## config.mk

```make
export PLATFORM = sky130hd
export DESIGN_NAME = lif_cfg_serializer
export DESIGN_NICKNAME = d
export VERILOG_FILES = /design/src/rtl/lif_cfg_serializer.sv
export SDC_FILE = /design/constraint.sdc
export NUM_CORES = 1
export LEC_CHECK = 0
export ABC_AREA = 1
export ABC_CLOCK_PERIOD_IN_PS = 2500
export BUFFER_PORTS_ARGS = -buffer_cell sky130_fd_sc_hd__buf_2
export CAP_MARGIN = 0
export CORE_MARGIN = 2
export CORE_UTILIZATION = 54
export CTS_BUF_LIST = sky130_fd_sc_hd__clkbuf_16
export DETAILED_ROUTE_END_ITERATION = 16
export GPL_ROUTABILITY_DRIVEN = 0
export PLACE_DENSITY = 0.75
export SYNTH_ARGS = -nofsm -noshare
export SYNTH_HDL_FRONTEND = slang
export SYNTH_SLANG_ARGS = --single-unit
```

## constraint.sdc

```tcl
create_clock -name clk -period 2.5 [get_ports clk]
set_clock_uncertainty 0.15 [all_clocks]
set_input_delay 0.5 -clock clk [delete_from_list [all_inputs] [get_ports clk]]
set_output_delay 0.5 -clock clk [all_outputs]
set_load 0.005 [all_outputs]
```

## src/rtl/lif_cfg_serializer.sv

```systemverilog
// Frames a parallel parameter word onto the LIF neuron's serial config port (MSB first), then waits for params_ready.
// Optional build macro LIF_CFG_PARITY_EN appends an even-parity bit after the LSB.
module lif_cfg_serializer #(
  parameter int unsigned PARAM_BITS = 16,
  parameter int unsigned BIT_DIV    = 1,
  parameter int unsigned TIMEOUT    = 64
) (
  input  logic                  clk,
  input  logic                  reset,
  input  logic                  start,
  input  logic                  abort,
  input  logic [PARAM_BITS-1:0] param_word,
  input  logic                  params_ready,
  output logic                  load_mode,
  output logic                  serial_data,
  output logic                  busy,
  output logic                  done,
  output logic                  timeout_err
);

`ifdef LIF_CFG_PARITY_EN
  localparam int unsigned FRAME_BITS = PARAM_BITS + 1;
`else
  localparam int unsigned FRAME_BITS = PARAM_BITS;
`endif
  localparam int unsigned BIT_CNT_W  = $clog2(FRAME_BITS + 1);
  localparam int unsigned DIV_CNT_W  = $clog2(BIT_DIV + 1);
  localparam int unsigned WAIT_CNT_W = $clog2(TIMEOUT + 1);

  typedef enum logic [2:0] {
    ST_IDLE,
    ST_SETUP,
    ST_SHIFT,
    ST_WAIT,
    ST_FIN
  } state_e;

  state_e                  state_q, state_d;
  logic [FRAME_BITS-1:0]   sr_q, sr_d;
  logic [BIT_CNT_W-1:0]    bit_cnt_q, bit_cnt_d;
  logic [DIV_CNT_W-1:0]    div_cnt_q, div_cnt_d;
  logic [WAIT_CNT_W-1:0]   wait_cnt_q, wait_cnt_d;
  logic                    terr_q, terr_d;
  logic                    load_mode_q, load_mode_d;
  logic                    serial_q, serial_d;
  logic                    busy_q, busy_d;
  logic                    done_q, done_d;
  logic [FRAME_BITS-1:0]   frame_word;

`ifdef LIF_CFG_PARITY_EN
  assign frame_word = {param_word, ^param_word};
`else
  assign frame_word = param_word;
`endif

  // Outputs are registered from the current state, so they trail the state by one clock.
  always_comb begin
    state_d     = state_q;
    sr_d        = sr_q;
    bit_cnt_d   = bit_cnt_q;
    div_cnt_d   = div_cnt_q;
    wait_cnt_d  = wait_cnt_q;
    terr_d      = terr_q;
    load_mode_d = 1'b0;
    serial_d    = 1'b0;
    busy_d      = (state_q != ST_IDLE);
    done_d      = 1'b0;

    case (state_q)
      ST_IDLE: begin
        if (start) begin
          sr_d    = frame_word;
          terr_d  = 1'b0;
          state_d = ST_SETUP;
        end
      end
      ST_SETUP: begin
        load_mode_d = 1'b1;
        bit_cnt_d   = '0;
        div_cnt_d   = '0;
        state_d     = ST_SHIFT;
      end
      ST_SHIFT: begin
        load_mode_d = 1'b1;
        serial_d    = sr_q[FRAME_BITS-1];
        if (div_cnt_q == DIV_CNT_W'(BIT_DIV - 1)) begin
          div_cnt_d = '0;
          sr_d      = sr_q << 1;
          if (bit_cnt_q == BIT_CNT_W'(FRAME_BITS - 1)) begin
            wait_cnt_d = '0;
            state_d    = ST_WAIT;
          end else begin
            bit_cnt_d = bit_cnt_q + BIT_CNT_W'(1);
          end
        end else begin
          div_cnt_d = div_cnt_q + DIV_CNT_W'(1);
        end
      end
      ST_WAIT: begin
        if (params_ready) begin
          state_d = ST_FIN;
        end else if (wait_cnt_q == WAIT_CNT_W'(TIMEOUT - 1)) begin
          terr_d  = 1'b1;
          state_d = ST_IDLE;
        end else begin
          wait_cnt_d = wait_cnt_q + WAIT_CNT_W'(1);
        end
      end
      ST_FIN: begin
        done_d  = 1'b1;
        state_d = ST_IDLE;
      end
      default: state_d = ST_IDLE;
    endcase

    // Abort overrides start and params_ready; the error flag is left alone.
    if (abort) begin
      state_d     = ST_IDLE;
      sr_d        = sr_q;
      terr_d      = terr_q;
      load_mode_d = 1'b0;
      serial_d    = 1'b0;
      busy_d      = 1'b0;
      done_d      = 1'b0;
    end
  end

  always_ff @(posedge clk or posedge reset) begin
    if (reset) begin
      state_q     <= ST_IDLE;
      sr_q        <= '0;
      bit_cnt_q   <= '0;
      div_cnt_q   <= '0;
      wait_cnt_q  <= '0;
      terr_q      <= 1'b0;
      load_mode_q <= 1'b0;
      serial_q    <= 1'b0;
      busy_q      <= 1'b0;
      done_q      <= 1'b0;
    end else begin
      state_q     <= state_d;
      sr_q        <= sr_d;
      bit_cnt_q   <= bit_cnt_d;
      div_cnt_q   <= div_cnt_d;
      wait_cnt_q  <= wait_cnt_d;
      terr_q      <= terr_d;
      load_mode_q <= load_mode_d;
      serial_q    <= serial_d;
      busy_q      <= busy_d;
      done_q      <= done_d;
    end
  end

  assign load_mode   = load_mode_q;
  assign serial_data = serial_q;
  assign busy        = busy_q;
  assign done        = done_q;
  assign timeout_err = terr_q;

endmodule

```

==> out/qor_table.md, run 1 <==
| Result | Value | Unit |
|---|---|---|
| Fraction of registers with async set or reset after synthesis | 1.00 | - |
| Initial DRC count | 105 | - |
| Post-Route Hold Slack | 0.179 | ns |
| Distinct cells, synth | 26 | - |
| Kind of end point of the critical path | register | - |
| Count of yosys warnings during synthesis | 0 | - |
| Worst slew margin relative to its limit | 0.577 | - |
| Slowest cell on the critical path | dfrtp_1 | - |
| IO Pins | 26 | - |
| Result of the run | finished, final reports clean | - |
| Endpoint required time on the critical path | 2.55 | ns |
| CTS sink count | 36 | - |
| Clock Latency Late Sink | 0.27 | ns |
| Fraction of post-synthesis cell area in the top cell type by area | 0.465 | - |
| Met3 track utilization from global routing | 0.0581 | - |
| Critical Setup Path Class | register to register | - |
| Floorplan die height | 63.9 | um |
| Flops & latches, synth | 36 | - |
| Crit path max-delay family | buffers and inverters | - |
| Classification of the worst-slack hold path | input pin to asynchronous set/reset pin | - |
| Overall routing resource usage | 0.194 | - |
| Leading cell types by total area after synthesis | dfrtp_1 46%, nand2_1 15%, o21ai_2 7.2% | - |
| Share of the clock period used by the worst path after layout | 0.736 | - |
| H-tree levels | 2 | - |
| Library cell appearing most often on the critical path | nand3_1 | - |
| Detailed-route vias per instance | 4.98 | - |
| Setup repair after global routing missed its margin | false | - |
| Crit path DAT | 1.89 | ns |
| Largest net degree at the start of global routing | 37 | - |
| Share of final-layout standard cells stronger than drive strength 1 | 0.232 | - |
| CTS tree | built | - |
| Number of endpoints failing setup at the final stage | 0 | - |
| Clock Tree Root | clkbuf_16 | - |
| Max VDD drop | 501 | uV |
| Max clock buf depth | 2 | - |
| Count of mapped cells out of synthesis | 235 | - |
| Pwr Total | 2090 | uW |
| Pwr Density | 961 | nW/um2 |
| Area of the core | 3390 | um2 |
| Prevailing post-synth register cell | dfrtp_1 | - |
| Post-synthesis average cell area | 8.25 | um2 |
| Number of gates resized after CTS | 0 | - |
| Crit-path cells | inv_1, nand3_2, nand3_1, inv_2, nand3_1, o21ai_2 | - |
| Hold_buf cts | 0 | - |
| Total of max-cap violations | 0 | - |
| Die Wd | 63.9 | um |
| Non-Filler Instances | 305 | - |
| Count of buffers from port buffering | 25 | - |
| Post-layout min period | 1.84 | ns |
| Buffers inserted by post-CTS timing repair | 0 | - |
| Post-synth net total | 259 | - |
| Worst slack after detailed placement | 0.668 | ns |
| Max Fanout on Critical Path | 32 | - |
| Grt met1 use | 0.242 | - |
| Final Slew Violations | 0 | - |
| DPL Wire Length | 2.38 | mm |
| Overflow left after global routing | 0 | - |
| Area of combinational cells with multiple inputs | 842 | um2 |
| Post-route ant nets | 0 | - |
| Fill cells | 295 | - |
| Number of global-route vias before repair | 1458 | - |
| Overall via count from detail_route | 1519 | - |
| Number of nets in the layout | 285 | - |
| Transition at the pin with the smallest max-transition slack | 0.633 | ns |
| Antenna violations before repair | 0 | - |
| Area overhead of the layout relative to synthesis | 12.4 | % |
| Share of the yosys chip area belonging to registers | 0.465 | - |
| Most crowded layer after global routing | met2 | - |
| Worst path bufs/invs | 2 | - |
| Placed Cells | 300 | - |
| Setup_tns | 0 | ns |
| Leakage power | 0.00115 | uW |
| Fin worst setup slack | 0.660 | ns |
| Final antenna diode count | 0 | - |
| Area leader, netlist | dfrtp_1 | - |
| Fmax | 544 | MHz |
| Global-route wire length before repair | 6.16 | mm |
| First-pass iteration count of the detailed router | 4 | - |
| Number of synthesized flops with an enable pin | 0 | - |
| Final Hold Vio Count | 0 | - |
| Met2 usage in global routing | 0.324 | - |
| Remaining DRCs | 0 | - |
| Site Rows | 21 | - |
| Sequential cell area | 901 | um2 |
| Combined area of all synthesized cells | 1940 | um2 |
| Worst path max stage delay | 0.51 | ns |
| Detail-routed net length per standard cell | 11.1 | um |
| Die footprint | 4080 | um2 |
| Critical Path Start Type | register | - |
| CTS Buf Count | 5 | - |
| Initial Utilization | 0.572 | - |
| WL final | 3.40 | mm |
| Clock slew at the register clock pins of the worst setup and hold paths | 0.05 | ns |
## cell type report
type,count,share of cell area
multi-input combinational,160,0.387
clock buffer,5,0.0574
tap,46,0.0264
inverter,32,0.0551
sequential,36,0.414
timing repair buffer,26,0.0609
## cell usage in the layout, fill, tap and decap left out, types with 2 or more instances in the layout
| master | netlist | final |
|---|---|---|
| nand4_1 | 3 | 3 |
| buf_2 | 0 | 25 |
| nor2_4 | 2 | 2 |
| o21ai_1 | 15 | 15 |
| nand2_2 | 3 | 3 |
| a21oi_1 | 4 | 4 |
| nand2_4 | 2 | 2 |
| nor2_1 | 9 | 9 |
| o21ai_2 | 16 | 16 |
| dfrtp_1 | 36 | 36 |
| nand2_1 | 76 | 76 |
| inv_1 | 29 | 29 |
| nand3_2 | 3 | 3 |
| ha_1 | 3 | 3 |
| inv_2 | 3 | 3 |
| o21ai_0 | 2 | 2 |
| nor3_1 | 2 | 2 |
| nand3_1 | 13 | 13 |
| clkbuf_16 | 0 | 5 |
## kinds of logic after synthesis
kind of cell,share of synthesized area
buffers and inverters,0.101
xor gates and xnor gates,0.00452
adders and majority gates,0.0194
DFF,0.465
and+or+nand+nor,0.276
AOI/OAI and AO/OA,0.135
## sequential cells by signal (all words and copies together) (netlist names)
register	cells
bit_cnt_q	5
state_q	3
wait_cnt_q	7
serial_data	1
load_mode	1
busy	1
timeout_err	1
sr_q	16
done	1
## Yosys cell counts, types with 2 or more instances
| cell type | count |
|---|---|
| nor2_4 | 2 |
| nand3_1 | 13 |
| nand2_2 | 3 |
| o21ai_0 | 2 |
| o21ai_2 | 16 |
| ha_1 | 3 |
| nand3_2 | 3 |
| nand2_4 | 2 |
| nand4_1 | 3 |
| nand2_1 | 76 |
| a21oi_1 | 4 |
| o21ai_1 | 15 |
| buf_6 | 6 |
| inv_1 | 29 |
| inv_2 | 3 |
| dfrtp_1 | 36 |
| nor3_1 | 2 |
| nor2_1 | 9 |
## worst reg2reg max path: stages, from the launching register on
cell and delay, ns:
dfrtp_1 0.51, inv_1 0.15, nand3_2 0.12, nand3_1 0.08
inv_2 0.48, nand3_1 0.18, o21ai_2 0.09
## routing by layer
layer | share of wire | routed length (um)
met4 | 0.011 | 38
met1 | 0.47 | 1610
met3 | 0.037 | 126
met2 | 0.48 | 1620
met5 | 0 | 0
## per-stage QoR
stage | cell area, um2 | util
global route | 2180 | 0.643
finish | 2180 | 0.643
global placement | 2050 | 0.606
detailed placement | 2050 | 0.606
floorplan | 1940 | -
CTS | 2180 | 0.643
## final timing paths
| check | slack [ns] | startpoint | cells past startpoint | to |
|---|---|---|---|---|
| worst max-delay path | 0.66 | state_q[1] | 6 | sr_q[0] |
| worst min-delay path | 0.18 | reset | 3 | bit_cnt_q[3] |
| worst max register to register | 0.66 | state_q[1] | 6 | sr_q[0] |
| worst min register to register | 0.33 | bit_cnt_q[4] | 2 | bit_cnt_q[4] |
| max in group asynchronous | 1.71 | reset | 3 | bit_cnt_q[4] |
| min in group clk | 0.30 | abort | 2 | busy |
## power by group
part,internal (uW),switching (uW)
registers,751,85.1
clock network,351,201
logic,240,465
total,1340,751
(Power assumes the default switching activity.)
==> inputs of run 2 (changes only) <==
Settings changed: ABC_CLOCK_PERIOD_IN_PS 2500 to 1700.
Clock period 2.5 ns to 1.7 ns, I/O delays scaled along.
==> out/qor_table.md, run 2 (same netlist as run 1, synthesis figures left out) <==
| Result | Value | Unit |
|---|---|---|
| Result of the run | finished, final reports clean | - |
| Detail-routed net length per standard cell | 11.4 | um |
| Crit path DAT | 1.69 | ns |
| Count of buffers from port buffering | 25 | - |
| Area overhead of the layout relative to synthesis | 17.8 | % |
| Number of endpoints failing setup at the final stage | 0 | - |
| Max Fanout on Critical Path | 7 | - |
| Overflow left after global routing | 0 | - |
| Endpoint required time on the critical path | 1.70 | ns |
| Classification of the worst-slack hold path | input pin to asynchronous set/reset pin | - |
| Max clock buf depth | 2 | - |
| Clock Latency Late Sink | 0.27 | ns |
| Setup_tns | 0 | ns |
| Die footprint | 4080 | um2 |
| Number of global-route vias before repair | 1503 | - |
| Leakage power | 0.00120 | uW |
| Post-layout min period | 1.69 | ns |
| Critical Path Start Type | register | - |
| Transition at the pin with the smallest max-transition slack | 0.444 | ns |
| CTS tree | built | - |
| Site Rows | 21 | - |
| Launch point of the worst reg-to-reg path | bit_cnt_q[1] | - |
| Share of final-layout standard cells stronger than drive strength 1 | 0.292 | - |
| DPL Wire Length | 2.42 | mm |
| Die Wd | 63.9 | um |
| CTS Buf Count | 5 | - |
| IO Pins | 26 | - |
| Detailed-route vias per instance | 4.99 | - |
| Fill cells | 277 | - |
| Final antenna diode count | 0 | - |
| Worst slew margin relative to its limit | 0.704 | - |
| Clock slew at the register clock pins of the worst setup and hold paths | 0.05 | ns |
| Antenna violations before repair | 0 | - |
| Max VDD drop | 926 | uV |
| Register with the highest flop count | sr_q | - |
| Worst slack after detailed placement | -0.00948 | ns |
| Floorplan die height | 63.9 | um |
| Remaining DRCs | 0 | - |
| Hold_buf cts | 0 | - |
| Pwr Density | 1420 | nW/um2 |
| First-pass iteration count of the detailed router | 4 | - |
| Max reg flops | 16 | - |
| Sequential cell area | 901 | um2 |
| Fmax | 593 | MHz |
| Initial Utilization | 0.572 | - |
| Highest-count cells in the layout ignoring fill and taps | 71 x nand2_1, 36 x dfrtp_1, 27 x inv_1 | - |
| Fin worst setup slack | 0.0130 | ns |
| Kind of end point of the critical path | register | - |
| Initial DRC count | 42 | - |
| Final Hold Vio Count | 0 | - |
| Pwr Total | 3240 | uW |
| Largest net degree at the start of global routing | 37 | - |
| Global-route wire length before repair | 6.09 | mm |
| Clock Tree Root | clkbuf_16 | - |
| Setup repair after global routing missed its margin | true | - |
| Most frequent standard cell in the layout excluding fill and tap cells | nand2_1 | - |
| Share of the clock period used by the worst path after layout | 0.992 | - |
| Core occupancy in the finished layout | 0.674 | - |
| Critical Setup Path Class | register to register | - |
| CTS sink count | 36 | - |
| WL final | 3.56 | mm |
| Final Slew Violations | 0 | - |
| Overall routing resource usage | 0.192 | - |
| Overall via count from detail_route | 1563 | - |
| Number of nets in the layout | 293 | - |
| Biggest registers after layout | sr_q (16), wait_cnt_q (7), bit_cnt_q (5) | - |
| Area of the core | 3390 | um2 |
| Total of max-cap violations | 0 | - |
| Area of combinational cells with multiple inputs | 875 | um2 |
| H-tree levels | 2 | - |
| Post-route ant nets | 0 | - |
| Startpoint of the most critical setup path | bit_cnt_q[1] | - |
## run 2: worst paths after layout
check	cells after the start	end	slack, ns
worst max-delay path	11	wait_cnt_q[6]	0.01
worst min-delay path	3	sr_q[13]	0.007
worst max register to register	11	wait_cnt_q[6]	0.01
worst min register to register	2	timeout_err	0.31
max in group asynchronous	3	wait_cnt_q[4]	1.07
min in group clk	2	busy	0.15
## run 2: cell type report
cell class | instances | share of cell area
Clock buffer | 5 | 0.0548
Tap cell | 46 | 0.0252
Timing Repair Buffer | 34 | 0.0899
Inverter | 32 | 0.0526
Sequential cell | 36 | 0.395
Multi-Input combinational cell | 160 | 0.383
## run 2: power breakdown
| group | internal, uW | leakage [uW] | switching, uW |
|---|---|---|---|
| sequential | 1100 | 0.000474 | 112 |
| combinational | 461 | 0.000661 | 751 |
| clock | 516 | 0.0000616 | 297 |
| total | 2080 | 0.00120 | 1160 |
## run 2: per-stage QoR
stage          hold WS (ns)  area, um2  instances
2_1_floorplan         0.253       1940        235
3_3_place_gp          0.309       2100        305
3_5_place_dp          0.313       2100        305
4_1_cts              0.0291       2230        310
5_1_grt              0.0949       2280        313
6_report            0.00692       2280        313
## run 2: worst max-delay path, cell delays in order, from the launching register on
cell     delay, ns
dfrtp_1       0.37
ha_2          0.20
nand2_2       0.05
nor2_2        0.10
ha_2          0.19
inv_2         0.05
nand3_4       0.09
nand2_2       0.06
inv_2         0.08
nand2_4       0.08
nand2_1       0.07
nand2_1       0.06
## run 2: timing repair
item | 4_1_cts | 5_1_grt
gates cloned | 0 | 0
hold endpoints to repair | 0 | 0
pin swaps | 1 | 8
setup buffers | 0 | 3
resized for setup | 1 | 11
endpoints found under the setup margin | 2 | 14
## run 2: metal layers
| metal | up-vias | global-route usage | wire (um) |
|---|---|---|---|
| li1 | 812 | - | - |
| met1 | 715 | 0.219 | 1580 |
| met2 | 29 | 0.335 | 1760 |
| met3 | 7 | 0.0528 | 151 |
| met4 | 0 | 0.0815 | 59 |
| met5 | - | 0 | 0 |
